===== config.mk =====
export PLATFORM = sky130hd
export DESIGN_NAME = qpsk_symbol_mapper
export DESIGN_NICKNAME = d
export VERILOG_FILES = /design/src/rtl/qpsk_symbol_mapper.sv
export SDC_FILE = /design/constraint.sdc
export NUM_CORES = 1
export LEC_CHECK = 0
export ABC_CLOCK_PERIOD_IN_PS = 3430
export BUFFER_PORTS_ARGS = -buffer_cell sky130_fd_sc_hd__buf_2
export CAP_MARGIN = 10
export CORE_UTILIZATION = 40
export DETAILED_ROUTE_END_ITERATION = 7
export SLEW_MARGIN = 10
export SYNTH_ARGS = -nofsm -noshare
export SYNTH_HDL_FRONTEND = slang
export SYNTH_SLANG_ARGS = --single-unit

===== constraint.sdc =====
create_clock -name clk -period 3.43 [get_ports clk]
set_input_delay 0.343 -clock clk [delete_from_list [all_inputs] [get_ports clk]]
set_output_delay 0.343 -clock clk [all_outputs]
set_load 0.01 [all_outputs]

===== src/rtl/qpsk_symbol_mapper.sv =====
// Serial bits -> QPSK (I,Q) samples, each symbol held for SPS clocks; next dibit refills during HOLD.
// Optional DIFF_ENC_EN macro: differential phase accumulation before mapping.
module qpsk_symbol_mapper #(
  parameter int SPS = 8,
  parameter int AMP = 100
) (
  input  logic       clk,
  input  logic       rst,
  input  logic       bit_in,
  input  logic       bit_vld,
  output logic       bit_rdy,
  output logic [7:0] i_out,
  output logic [7:0] q_out,
  output logic       sym_vld,
  output logic       sym_start
);

  typedef enum logic {IDLE = 1'b0, HOLD = 1'b1} state_t;

  localparam logic [7:0] LAST = 8'(SPS - 1);
  localparam logic [7:0] POS  = 8'(AMP);
  localparam logic [7:0] NEG  = 8'(-AMP);

  state_t     state_q, state_d;
  logic [7:0] cnt_q, cnt_d;
  logic       pair_full_q, pair_full_d;
  logic       half_q, half_d;
  logic       b1_q, b1_d;
  logic [1:0] dibit_q, dibit_d;
  logic [7:0] i_q, i_d;
  logic [7:0] q_q, q_d;
  logic       start_q, start_d;

  logic accept;
  logic cnt_last;
  logic load;

  assign accept   = bit_vld & ~pair_full_q;
  assign cnt_last = (cnt_q == LAST);
  // A waiting pair loads from IDLE at once, or back-to-back at the end of a HOLD.
  assign load     = pair_full_q & ((state_q == IDLE) | cnt_last);

`ifdef DIFF_ENC_EN
  logic [1:0] phase_q, phase_d;
  logic [1:0] phase_nxt;
  assign phase_nxt = phase_q + dibit_q;
`endif

  // State register and datapath flops
  always_ff @(posedge clk or posedge rst) begin
    if (rst) begin
      state_q     <= IDLE;
      cnt_q       <= '0;
      pair_full_q <= 1'b0;
      half_q      <= 1'b0;
      b1_q        <= 1'b0;
      dibit_q     <= '0;
      i_q         <= '0;
      q_q         <= '0;
      start_q     <= 1'b0;
`ifdef DIFF_ENC_EN
      phase_q     <= '0;
`endif
    end else begin
      state_q     <= state_d;
      cnt_q       <= cnt_d;
      pair_full_q <= pair_full_d;
      half_q      <= half_d;
      b1_q        <= b1_d;
      dibit_q     <= dibit_d;
      i_q         <= i_d;
      q_q         <= q_d;
      start_q     <= start_d;
`ifdef DIFF_ENC_EN
      phase_q     <= phase_d;
`endif
    end
  end

  // Next-state logic
  always_comb begin
    state_d = state_q;
    case (state_q)
      IDLE: if (pair_full_q) state_d = HOLD;
      HOLD: if (cnt_last && !pair_full_q) state_d = IDLE;
      default: state_d = IDLE;
    endcase
  end

  always_comb begin
    cnt_d       = cnt_q;
    pair_full_d = pair_full_q;
    half_d      = half_q;
    b1_d        = b1_q;
    dibit_d     = dibit_q;
    i_d         = i_q;
    q_d         = q_q;
    start_d     = 1'b0;
`ifdef DIFF_ENC_EN
    phase_d     = phase_q;
`endif

    // accept and load never coincide: accept needs pair_full_q low, load needs it high
    if (accept) begin
      if (!half_q) begin
        b1_d   = bit_in;
        half_d = 1'b1;
      end else begin
        dibit_d     = {b1_q, bit_in};
        pair_full_d = 1'b1;
        half_d      = 1'b0;
      end
    end

    if (load) begin
      pair_full_d = 1'b0;
      cnt_d       = '0;
      start_d     = 1'b1;
`ifdef DIFF_ENC_EN
      phase_d = phase_nxt;
      case (phase_nxt)
        2'd0:    begin i_d = POS; q_d = POS; end
        2'd1:    begin i_d = NEG; q_d = POS; end
        2'd2:    begin i_d = NEG; q_d = NEG; end
        default: begin i_d = POS; q_d = NEG; end
      endcase
`else
      i_d = dibit_q[1] ? NEG : POS;
      q_d = dibit_q[0] ? NEG : POS;
`endif
    end else if (state_q == HOLD) begin
      cnt_d = cnt_last ? 8'd0 : cnt_q + 8'd1;
    end
  end

  // Output logic
  always_comb begin
    bit_rdy   = ~pair_full_q;
    sym_vld   = (state_q == HOLD);
    sym_start = start_q;
    i_out     = (state_q == HOLD) ? i_q : 8'd0;
    q_out     = (state_q == HOLD) ? q_q : 8'd0;
  end

endmodule

==> flow_summary.toml, run 1 <==
[synth]
synthAdderAreaFrac_pct = 1.20
synth_top_area_cell = "dfrtp_1"
ys_warn_count = 0
synth.avg_cell_area_um2 = 10.3
synth_top_family_by_area = "simple AND/OR/NAND/NOR gates"
ys_top_cells_by_area = "dfrtp_1, buf_4, nand2_1"
yosys_most_used_dff = "dfrtp_1"
synth.top_cell.area_share_pct = 48.1
synth_compound_area_share_pct = 10.1
ys_types = 33
synth_simple_gate_area_share_pct = 19.3
syn_inst = 101
muxShareOfSynthArea_pct = 8.06
ys_seq_area_share_pct = 48.1
synth-xor-area-share_pct = 1.68
ys_ff_latch = 20
synth_edf_count = 0
synthArstFlopShare_pct = 100
syn_area_um2 = 1040

[worst_setup_path]
regToRegSetupSlack_ps = 1860
cp-start-kind = "flip-flop"
reg2reg_depth = 4
timing.rr.start = "cnt_q[0]"
endpoint_kind = "output port"
required_ps = 3090
cp_max_fo = 16
cp_data_arrival_time_ps = 1510
critPathKind = "flip-flop to output port"
reg2reg_to = "i_q[4]"

[global_route]
globalRoute.totalOverflow = 0
grt_max_degree = 21
grt_pass1_wl_um = 2880
antenna_found_initial = 0
grt_usage_pct = 14.2
grt_pass1_vias = 661

[routing]
via_per_inst = 4.92
first_pass_iters = 4
routed_wl_um = 1800
drtIter0Drc = 11
ant_nets = 0
wire_per_inst_um = 12.5
vias = 708
drcViolationCount = 0

[clocking]
cts_setup_buffers = 0
postCtsHoldBufs = 0
path_clk_slew_ps = 120
clk_path_buf_depth = 2
cts_sinks = 20
cts_root_buf = "clkbuf_4"
clk_latency_ps = 300
post_cts_resized = 0
cts.htree.levels = 1
cts_buffers = 3
cts_tree = "built"

[timing]
drv_slew = 0
hold_violations = 0
setup_violations = 0
finClkSkew_ps = 1.65
clock.fmax_mhz = 539
period_share_pct = 54.1
worstMarginPinSlew_ps = 746
min_period_ps = 1860
relSlewSlack_pct = 50.2
rsz0062_at_grt = "no"
fin_tns_setup_ps = 0

[hold_path]
hold_path.class = "primary input to async pin"

[floorplan]
rows = 18
initial_utilization_pct = 42.0
dieArea_um2 = 2810
die_w_um = 53.0
io-pin-count = 23
core_area_um2 = 2480
dieHeight_um = 53.0

[placed_design]
io_buffer_count = 18
dpl.cell_count = 140
post-dp-hpwl_um = 1320
gp_congestion = 0.762

[layout]
fin_cells = 144
num_antenna_cells = 0
fill_cells = 250
fin_util_pct = 46.2
final-seq-area_um2 = 500
drive_above_1_share_pct = 26.3
multi_input_area_um2 = 434
area_delta_synth_final_pct = 10.1
nNetsFinal = 120

[job]
drv_cap = 0

[pwr]
leakage_uw = 0.000576
p_per_area_nw_per_um2 = 905
max-vdd-ir-drop_uv = 480
power.total_uw = 1040

[status]
status = "completed"
==> state kept, by name, summed over array words and instances (netlist names) <==
register	cells
b1_q	1
cnt_q	8
dibit_q	2
half_q	1
i_q	3
pair_full_q	1
q_q	2
sym_start	1
sym_vld	1
==> layout make-up <==
cell class                 count  area share [%]
sequential                    20            43.7
multi-input combinational     64            37.9
timing repair buffer          18            7.87
tap                           30            3.28
clock inverter                 1            2.62
inverter                       8            2.62
clock buffer                   3            1.97
==> power breakdown <==
part,switching (uW),total (uW),internal (uW)
Clock,75.3,193,118
Sequential,98.6,429,331
Combinational,207,414,207
==> metal layers <==
layer / vias up / global-route usage [%] / wire length [um]
met5: - / 0 / 0
met4: 0 / 7.46 / 19
met3: 4 / 1.72 / 47
met2: 14 / 24.1 / 918
met1: 338 / 17.5 / 813
li1: 352 / - / -
==> cell usage after synthesis (3+ instances only) <==
library cell / number
o21ai_0: 6
nand2_1: 10
and2_1: 3
inv_1: 8
dfrtp_1: 20
buf_4: 11
mux2_2: 3
nor2_1: 6
nor2b_1: 3
nand3_1: 4
==> kinds of logic (layout without fill, tap and decap cells) <==
group | count (synthesis) | count (layout)
flops | 20 | 20
other cells | 1 | 4
buf+inv | 20 | 30
fa+ha+maj | 1 | 1
compound gates | 15 | 15
mux | 7 | 7
xor+xnor | 2 | 2
simple gates | 35 | 35
==> worst max-delay path by stage <==
stage / start / end
6_report: sym_vld / q_out[6]
5_1_grt: sym_vld / i_out[5]
4_1_cts: sym_vld / q_out[6]
3_5_place_dp: cnt_q[0] / i_q[4]
3_3_place_gp: cnt_q[0] / q_q[4]
2_1_floorplan: cnt_q[0] / i_q[4]
==> cell usage in the layout (no fill, tap or decap), drive strengths merged <==
cell / instances
dfrtp: 20
buf: 18
nand2: 10
inv: 8
o21ai: 7
nor2: 6
mux2: 5
nand3: 4
conb: 4
nor2b: 3
and2: 3
clkbuf: 3
nor3: 2
mux2i: 2
nand2b: 2
a21oi: 2
and4bb: 1
a21o: 1
nor4b: 1
xor2: 1
o22ai: 1
a2bb2oi: 1
or4: 1
o211ai: 1
xnor2: 1
nand4: 1
or3: 1
a311oi: 1
o211a: 1
ha: 1
bufinv: 1
==> stage by stage <==
step | cell area (um2) | hold WS (ps) | setup WS, ps
CTS | 1140 | 180 | 1600
global route | 1140 | 213 | 1500
global placement | 1090 | 451 | 1910
detailed placement | 1090 | 449 | 1880
floorplan | 1050 | 307 | 1950
finish | 1140 | 150 | 1570
==> critical path, stage by stage (launching register included) <==
cell	delay [ps]
dfrtp_1	670
inv_1	200
nor2_1	180
buf_2	160
(Power assumes the default switching activity.)
==> run 2, diff against run 1 <==
Settings changed: ABC_CLOCK_PERIOD_IN_PS 3430 to 1700.
Clock period 3.43 ns to 1.7 ns, I/O delays scaled along.
==> run 2 against run 1 <==
  * Global-route usage rose by 0.66 points
  * Design area fell by 0.44%
  * Critical endpoint is now q_q[4]
  * Largest power group unchanged
  * Worst hold slack worse by 44 ps
  * Largest cell class unchanged
==> flow_summary.toml, run 2 (synthesized netlist as in run 1, its figures left out) <==
[status]
status = "completed"

[pwr]
comb_power_share_pct = 43.4
switchingPower_uw = 757
max-vdd-ir-drop_uv = 909
seq_power_share_pct = 44.6
clkPwrFrac_pct = 12.0
p_per_area_nw_per_um2 = 1700
p_int_uw = 1170
swShare_pct = 39.2
leakage_uw = 0.000575

[layout]
reg_top3 = "cnt_q (8), i_q (3)"
fin_util_pct = 46.0
largest_reg_flops = 8
fill_cells = 243
area_delta_synth_final_pct = 9.63
mostFrequentLayoutCells = "dfrtp_1, buf_2, nand2_1"
final_cell_area_um2 = 1140
nNetsFinal = 123
final_common_cell = "dfrtp_1"
regMostFlops = "cnt_q"
fin_cells = 146
num_antenna_cells = 0
drive_above_1_share_pct = 26.7

[floorplan]
dieHeight_um = 53.0
core_area_um2 = 2480
io-pin-count = 23
dieArea_um2 = 2810
rows = 18
initial_utilization_pct = 42.0
die_w_um = 53.0

[routing]
drtIter0Drc = 11
drcViolationCount = 0
wire_per_inst_um = 12.2
via_per_inst = 4.95
ant_nets = 0
vias = 722
routed_wl_um = 1790
first_pass_iters = 4

[timing]
finClkSkew_ps = 7.20
min_period_ps = 1560
clock.fmax_mhz = 640
period_share_pct = 91.8
setup_ws_ps = 139
hold_violations = 0
rsz0062_at_grt = "no"
setup_violations = 0
fin_tns_setup_ps = 0
drv_slew = 0

[worst_setup_path]
critPathLaunch = "cnt_q[0]"
critical_path_buf_inv_count = 0
endpoint_kind = "flip-flop"
required_ps = 1900
critPathKind = "flip-flop to flip-flop"
cp_data_arrival_time_ps = 1770
cp.depth = 4
critPathTopFamily = "flip-flops"
slowest_delay_ps = 430
reg2reg_to = "q_q[4]"
critPathCapture = "q_q[4]"
cp_max_fo = 6
reg2reg_depth = 4
timing.rr.start = "cnt_q[0]"
cp-start-kind = "flip-flop"
cp_slowest_cell = "dfrtp_1"
path_cells = "ha_1, and4bb_4, a21oi_4, mux2_4"
regToRegSetupSlack_ps = 140

[placed_design]
dpl.cell_count = 142
gp_congestion = 0.761
post-dp-hpwl_um = 1340
pre_cts_slack_ps = 149
io_buffer_count = 18
dpl_cell_area_um2 = 1110

[global_route]
grt_max_degree = 21
grt_usage_pct = 14.9
grt_pass1_wl_um = 2990
globalRoute.totalOverflow = 0
grt_pass1_vias = 700
antenna_found_initial = 0

[clocking]
path_clk_slew_ps = 120
cts.htree.levels = 1
clk_latency_ps = 300
clk_path_buf_depth = 2
cts_buffers = 3
post_cts_resized = 0
cts_sinks = 20
cts_root_buf = "clkbuf_4"
cts_tree = "built"
cts_setup_buffers = 0

[job]
drv_cap = 0

[hold_path]
hold_path.class = "primary input to flip-flop"
## run 2: worst register-to-register path, cell delays in order (launching register included)
cell and delay, ps:
dfrtp_1 430, ha_1 260, and4bb_4 230, a21oi_4 230, mux2_4 320
## run 2: routing by layer
metal	track usage, %	up-vias	part of all wire (%)	wire length, um
li1	-	358	-	-
met1	18.6	346	47	846
met2	24.7	14	48	864
met3	1.72	4	2.6	47
met4	8.33	0	1.5	27
met5	0	-	0	0
## run 2: layout make-up
| class | instances | area (um2) | share of cell area, % |
|---|---|---|---|
| flip-flops and latches | 20 | 500 | 43.9 |
| multi-input cells | 64 | 434 | 38.1 |
| inverters | 8 | 30.0 | 2.63 |
| repair buffers | 21 | 115 | 10.1 |
| well taps | 30 | 37.5 | 3.29 |
| clock buffers | 3 | 22.5 | 1.98 |
## run 2: worst min-delay path by stage
stage / from / endpoint / depth (start not counted)
2_1_floorplan: rst / b1_q / 1
3_3_place_gp: rst / dibit_q[0] / 3
3_5_place_dp: rst / b1_q / 3
4_1_cts: bit_in / b1_q / 2
5_1_grt: bit_in / b1_q / 2
6_report: bit_in / b1_q / 2
## run 2: metrics by stage
stage	power [uW]	hold WS, ps
CTS	1950	112
global placement	1690	200
detailed placement	1720	210
global route	2090	106
finish	1930	106
floorplan	1550	134
## run 2: power by group through the flow
stage,clock [uW],sequential (uW),combinational (uW)
after floorplan,0,817,737
after global placement,0,861,830
after detailed placement,0,875,847
after CTS,233,863,855
after global routing,248,898,946
final,231,863,839
## run 2: repair_timing
| item | 4_1_cts | 5_1_grt |
|---|---|---|
| endpoints found under the setup margin | 0 | 0 |
| endpoints found under the hold margin | 20 | 0 |
| hold buffers | 1 | 0 |
